File: config.mk
export PLATFORM = sky130hd
export DESIGN_NAME = vec_alu_engine
export DESIGN_NICKNAME = d
export VERILOG_FILES = /design/src/rtl/vec_alu_engine.sv
export SDC_FILE = /design/constraint.sdc
export NUM_CORES = 2
export LEC_CHECK = 0
export BUFFER_PORTS_ARGS = -buffer_cell sky130_fd_sc_hd__buf_2
export CORE_MARGIN = 2
export CORE_UTILIZATION = 40
export CTS_CLUSTER_SIZE = 30
export DETAILED_ROUTE_END_ITERATION = 10
export MAX_ROUTING_LAYER = met4
export PLACE_DENSITY = 0.67
export SLEW_MARGIN = 10
export SYNTH_ARGS = -nofsm -noshare
export SYNTH_HDL_FRONTEND = slang
export SYNTH_SLANG_ARGS = --single-unit
File: constraint.sdc
create_clock -name clk -period 8.1 [get_ports clk]
set_input_delay 1.62 -clock clk [delete_from_list [all_inputs] [get_ports clk]]
set_output_delay 1.62 -clock clk [all_outputs]
set_load 0.05 [all_outputs]
File: src/rtl/vec_alu_engine.sv
// vec_alu_engine: element-wise ALU over BRAM port B.
// Reads A[i] (and B[i]), computes, writes OUT[i].
module vec_alu_engine #(
   parameter int ADDR_WIDTH = 13,
   parameter int DATA_WIDTH = 32,
   parameter int LEN_WIDTH  = 23,
   parameter int RD_LATENCY = 2
) (
   input  logic                  clk,
   input  logic                  rst_n,
   input  logic                  start,
   input  logic [2:0]            op,
   input  logic [ADDR_WIDTH-1:0] addr_a,
   input  logic [ADDR_WIDTH-1:0] addr_b,
   input  logic [ADDR_WIDTH-1:0] addr_out,
   input  logic [LEN_WIDTH-1:0]  len,
   output logic                  busy,
   output logic                  done,
   output logic                  err,
   output logic [ADDR_WIDTH-1:0] bram_addr_b,
   output logic [DATA_WIDTH-1:0] bram_din_b,
   input  logic [DATA_WIDTH-1:0] bram_dout_b,
   output logic                  bram_en_b,
   output logic                  bram_we_b
);

   localparam logic [2:0] S_IDLE  = 3'd0;
   localparam logic [2:0] S_RD_A  = 3'd1;
   localparam logic [2:0] S_RD_B  = 3'd2;
   localparam logic [2:0] S_WAIT  = 3'd3;
   localparam logic [2:0] S_WRITE = 3'd4;
   localparam logic [2:0] S_DONE  = 3'd5;

   localparam logic [2:0] OP_ADD  = 3'd0;
   localparam logic [2:0] OP_SUB  = 3'd1;
   localparam logic [2:0] OP_MUL  = 3'd2;
   localparam logic [2:0] OP_MAX  = 3'd3;
   localparam logic [2:0] OP_MIN  = 3'd4;
   localparam logic [2:0] OP_RELU = 3'd5;

   localparam int CW = $clog2(RD_LATENCY + 3);
   localparam logic [CW-1:0] CYC_A = CW'(RD_LATENCY);
   localparam logic [CW-1:0] CYC_B = CW'(RD_LATENCY + 1);

   logic [2:0]            state;
   logic [2:0]            state_d;
   logic [2:0]            op_q;
   logic [ADDR_WIDTH-1:0] base_a;
   logic [ADDR_WIDTH-1:0] base_b;
   logic [ADDR_WIDTH-1:0] base_o;
   logic [LEN_WIDTH-1:0]  len_q;
   logic [LEN_WIDTH-1:0]  idx;
   logic [CW-1:0]         cyc;
   logic [DATA_WIDTH-1:0] a_q;
   logic [DATA_WIDTH-1:0] b_q;
   logic [DATA_WIDTH-1:0] res;
   logic                  err_q;

   logic                  illegal;
   logic                  is_relu;
   logic                  accept;
   logic                  cap_a;
   logic                  cap_b;
   logic                  last_cap;
   logic                  last_elem;
   logic [ADDR_WIDTH-1:0] idx_a;

   assign illegal   = op[2] & op[1];
   assign is_relu   = (op_q == OP_RELU);
   assign accept    = (state == S_IDLE) && start && !illegal;
   assign idx_a     = ADDR_WIDTH'(idx);
   assign last_elem = (idx == len_q - LEN_WIDTH'(1));
   // Cycle offsets are counted from the A address cycle (cyc == 0).
   assign cap_a     = ((state == S_RD_B) || (state == S_WAIT))
                      && (cyc == CYC_A);
   assign cap_b     = (state == S_WAIT) && (cyc == CYC_B);
   assign last_cap  = (state == S_WAIT)
                      && (cyc == (is_relu ? CYC_A : CYC_B));

   // Next-state selection for the element sequencer.
   always_comb begin
      state_d = state;
      unique case (state)
         S_IDLE: begin
            if (accept) begin
               state_d = (len == '0) ? S_DONE : S_RD_A;
            end
         end
         S_RD_A:  state_d = is_relu ? S_WAIT : S_RD_B;
         S_RD_B:  state_d = S_WAIT;
         S_WAIT:  state_d = last_cap ? S_WRITE : S_WAIT;
         S_WRITE: state_d = last_elem ? S_DONE : S_RD_A;
         S_DONE:  state_d = S_IDLE;
         default: state_d = S_IDLE;
      endcase
   end

   // Element result from the captured operands.
   always_comb begin
      res = '0;
      unique case (op_q)
         OP_ADD:  res = a_q + b_q;
         OP_SUB:  res = a_q - b_q;
         OP_MUL:  res = a_q * b_q;
         OP_MAX:  res = ($signed(a_q) > $signed(b_q)) ? a_q : b_q;
         OP_MIN:  res = ($signed(a_q) < $signed(b_q)) ? a_q : b_q;
         OP_RELU: res = a_q[DATA_WIDTH-1] ? '0 : a_q;
         default: res = '0;
      endcase
   end

   // Port B drive and status, decoded from the current state.
   always_comb begin
      bram_en_b   = 1'b0;
      bram_we_b   = 1'b0;
      bram_addr_b = '0;
      bram_din_b  = '0;
      unique case (state)
         S_RD_A: begin
            bram_en_b   = 1'b1;
            bram_addr_b = base_a + idx_a;
         end
         S_RD_B: begin
            bram_en_b   = 1'b1;
            bram_addr_b = base_b + idx_a;
         end
         S_WRITE: begin
            bram_en_b   = 1'b1;
            bram_we_b   = 1'b1;
            bram_addr_b = base_o + idx_a;
            bram_din_b  = res;
         end
         default: begin
            bram_en_b = 1'b0;
         end
      endcase
   end

   assign busy = (state == S_RD_A) || (state == S_RD_B)
                 || (state == S_WAIT) || (state == S_WRITE);
   assign done = (state == S_DONE);
   assign err  = err_q;

   // State register and illegal-op pulse.
   always_ff @(posedge clk or negedge rst_n) begin
      if (!rst_n) begin
         state <= S_IDLE;
         err_q <= 1'b0;
      end else begin
         state <= state_d;
         err_q <= (state == S_IDLE) && start && illegal;
      end
   end

   // Job parameters latched on an accepted start.
   always_ff @(posedge clk or negedge rst_n) begin
      if (!rst_n) begin
         op_q   <= '0;
         base_a <= '0;
         base_b <= '0;
         base_o <= '0;
         len_q  <= '0;
      end else if (accept) begin
         op_q   <= op;
         base_a <= addr_a;
         base_b <= addr_b;
         base_o <= addr_out;
         len_q  <= len;
      end
   end

   // Element index and read-latency counter.
   always_ff @(posedge clk or negedge rst_n) begin
      if (!rst_n) begin
         idx <= '0;
         cyc <= '0;
      end else begin
         if (accept) begin
            idx <= '0;
         end else if ((state == S_WRITE) && !last_elem) begin
            idx <= idx + LEN_WIDTH'(1);
         end
         if ((state == S_RD_A) || (state == S_RD_B)
             || (state == S_WAIT)) begin
            cyc <= cyc + CW'(1);
         end else begin
            cyc <= '0;
         end
      end
   end

   // Operand capture as read data becomes valid.
   always_ff @(posedge clk or negedge rst_n) begin
      if (!rst_n) begin
         a_q <= '0;
         b_q <= '0;
      end else begin
         if (cap_a) begin
            a_q <= bram_dout_b;
         end
         if (cap_b) begin
            b_q <= bram_dout_b;
         end
      end
   end

endmodule

==> results.sh <==
export IMPL_status="finished, violations left"
export IMPL_violations="setup timing"
export IMPL_final_nets=4343
export IMPL_clock_sinks=159
export IMPL_core_rowCount=97
export IMPL_netlist_instances=3289
export IMPL_pre_cts_ws_ps=-777
export IMPL_yosysMostFrequentCell="nand2_1"
export IMPL_h_tree_depth=4
export IMPL_holdPathStages=2
export IMPL_multi_input_area_mm2=0.0229
export IMPL_wl_um=96800
export IMPL_synthArstFlopShare_pct=100
export IMPL_grt_max_degree=89
export IMPL_cap_violations=0
export IMPL_hold_viol=0
export IMPL_startpoint="b_q[5]"
export IMPL_cts_buffer_depth=2
export IMPL_via_per_inst=5.44
export IMPL_rrSetupSlack_ps=4080
export IMPL_finClkSkew_ps=15.6
export IMPL_synth_top_area_share_pct=29.0
export IMPL_cts_tree="done"
export IMPL_seq_area_mm2=0.00400
export IMPL_slowest_delay_ps=560
export IMPL_tns_ps=-17600
export IMPL_final_cells=4587
export IMPL_worstMarginPinSlew_ps=1100
export IMPL_firstDrtPassIters=6
export IMPL_grt_overflow_total=0
export IMPL_period_share_pct=114
export IMPL_synth_edf_count=0
export IMPL_fmax_mhz=108
export IMPL_ff2ff_path_depth=12
export IMPL_ys_flop_type="dfrtp_1"
export IMPL_dieWidth_um=270
export IMPL_core_area_mm2=0.0700
export IMPL_critPathMostFrequentCell="fa_1"
export IMPL_cp_top_family="adder cells"
export IMPL_clockRootBuffer="clkbuf_16"
export IMPL_drv_slew=0
export IMPL_syn_nets=4003
export IMPL_ys_types=89
export IMPL_cp_arrival_ps=7630
export IMPL_start_kind="flip-flop"
export IMPL_initial_utilization_pct=40.4
export IMPL_syn_area_per_cell_um2=8.61
export IMPL_path_class="flip-flop to primary output"
export IMPL_crit_slowest_cell="fa_1"
export IMPL_yosysTopAreaCell="fa_1"
export IMPL_drc=0
export IMPL_die_area_mm2=0.0730
export IMPL_r2r_end="idx[3]"
export IMPL_ctsHoldBuffers=0
export IMPL_placed_cells=4514
export IMPL_post_route_util_pct=49.3
export IMPL_fillerInstances=6573
export IMPL_grtUsageTotal_pct=27.7
export IMPL_r2r_start="len_q[0]"
export IMPL_avgRoutedWirePerCell_um=21.1
export IMPL_cp_required_ps=6480
export IMPL_drt_initial_drc_count=2136
export IMPL_setup_viol=22
export IMPL_syn_to_final_growth_pct=21.8
export IMPL_insertion_delay_ps=500
export IMPL_path_clk_slew_ps=80
export IMPL_grt_pass1_vias=25700
export IMPL_period_minus_slack_ps=9250
export IMPL_via_count=25000
export IMPL_pin_count=150
export IMPL_finalWeightedCongestion=0.962
export IMPL_crit_cells=25
export IMPL_critPathCapture="bram_din_b[31]"
export IMPL_antenna_found_initial=5
export IMPL_synth_seq_cells=159
export IMPL_seq_area_frac_synth_pct=14.0
export IMPL_cts_buffers=17
export IMPL_syn_area_mm2=0.0283
export IMPL_numPortBuffers=149
export IMPL_critPathCaptureType="primary output"
export IMPL_rsz0062_at_grt="yes"
export IMPL_grt_pass1_wl_um=151000
export IMPL_drive_gt1_share_pct=22.4
export IMPL_synth_area_top_cells="fa_1 (29%), dfrtp_1 (14%), ha_1 (9.0%), nand2_1 (6.5%), and2_1 (6.3%)"
export IMPL_dp_hpwl_um=78300
export IMPL_cp_buffers_inverters=5
export IMPL_fin_ws_ps=-1150
export IMPL_hold_path_class="flip-flop to flip-flop"
export IMPL_dieHeight_um=270
export IMPL_ys_warn_count=0
export IMPL_antenna_left=0
export IMPL_slew_headroom_pct=26.5
export IMPL_worstPathMaxFanout=5
export IMPL_synth_common_cells="nand2_1 (487), inv_1 (467), fa_1 (411), and2_1 (285), ha_1 (203)"
worst min path at each step:
| stage | start | endpoint | slack, ps |
|---|---|---|---|
| 3_5_place_dp | base_o[8] | base_o[8] | 470 |
| 5_1_grt | base_b[7] | base_b[7] | 510 |
| 3_3_place_gp | base_o[3] | base_o[3] | 460 |
| 4_1_cts | base_o[8] | base_o[8] | 490 |
| 6_report | base_o[8] | base_o[8] | 490 |
| 2_1_floorplan | base_b[0] | base_b[0] | 450 |
metal layers:
layer	GRT usage, %	wire [µm]	share of wire (%)
met1	36.3	40500	42
met2	42.7	43800	45
met3	5.46	8480	8.8
met4	9.69	3960	4.1
met5	-	0	0
worst reg2reg max path, cell delays in order, from the launching register on:
cell and delay, ps:
dfrtp_1 430, inv_1 110, ha_1 350, or4b_1 620, or4_4 500, nor3b_2 280
mux2i_1 220, mux2i_1 110, nor4_2 380, nand4_4 350, and2_4 330, nand3_1 90
mux2i_1 180
logic make-up after synthesis:
logic type | count (synthesis) | share of synthesized area [%]
AOI/OAI and AO/OA | 475 | 11.0
xor gates and xnor gates | 160 | 4.95
adders and majority gates | 614 | 38.0
buffers and inverters | 657 | 8.98
DFF | 159 | 14.0
muxes | 83 | 3.21
and+or+nand+nor | 1141 | 19.8
flip-flops by register name, indices dropped and copies added, names as in the netlist:
register  cells
cyc           3
base_o       13
err           1
base_b       13
op_q          3
state         3
a_q          32
len_q        23
idx          23
base_a       13
b_q          32
layout make-up:
cell class                 instances  share of cell area [%]
timing repair buffer             508                    11.9
sequential                       159                    11.6
inverter                         470                    5.11
multi-input combinational       2473                    66.3
tap                              940                    3.41
clock buffer                      18                    1.27
clock inverter                    14                   0.402
antenna                            5                  0.0363
cell usage in the layout (no fill, tap or decap), types with 51 or more instances in the layout:
| cell type | count |
|---|---|
| nor2_1 | 144 |
| nand2_1 | 482 |
| buf_2 | 127 |
| and2_1 | 272 |
| xor2_1 | 51 |
| ha_1 | 180 |
| xnor2_1 | 104 |
| o21ai_0 | 66 |
| inv_1 | 453 |
| dfrtp_1 | 145 |
| buf_4 | 301 |
| a21oi_1 | 122 |
| fa_1 | 388 |
| mux2_2 | 63 |
repair_timing:
action,CTS,global route
setup endpoints to repair,23,23
pin swaps,103,44
gates cloned,2,0
gates resized for setup,161,75
setup buffers,27,11
metrics by stage:
stage	hold WS, ps	area (µm²)
floorplan	446	28700
global placement	462	32700
detailed placement	468	32700
CTS	487	34100
global route	511	34500
finish	489	34500
Power is left out: the tool's default activity adds up to more than one toggle a clock period on the data nets, which glitch-free logic cannot reach.
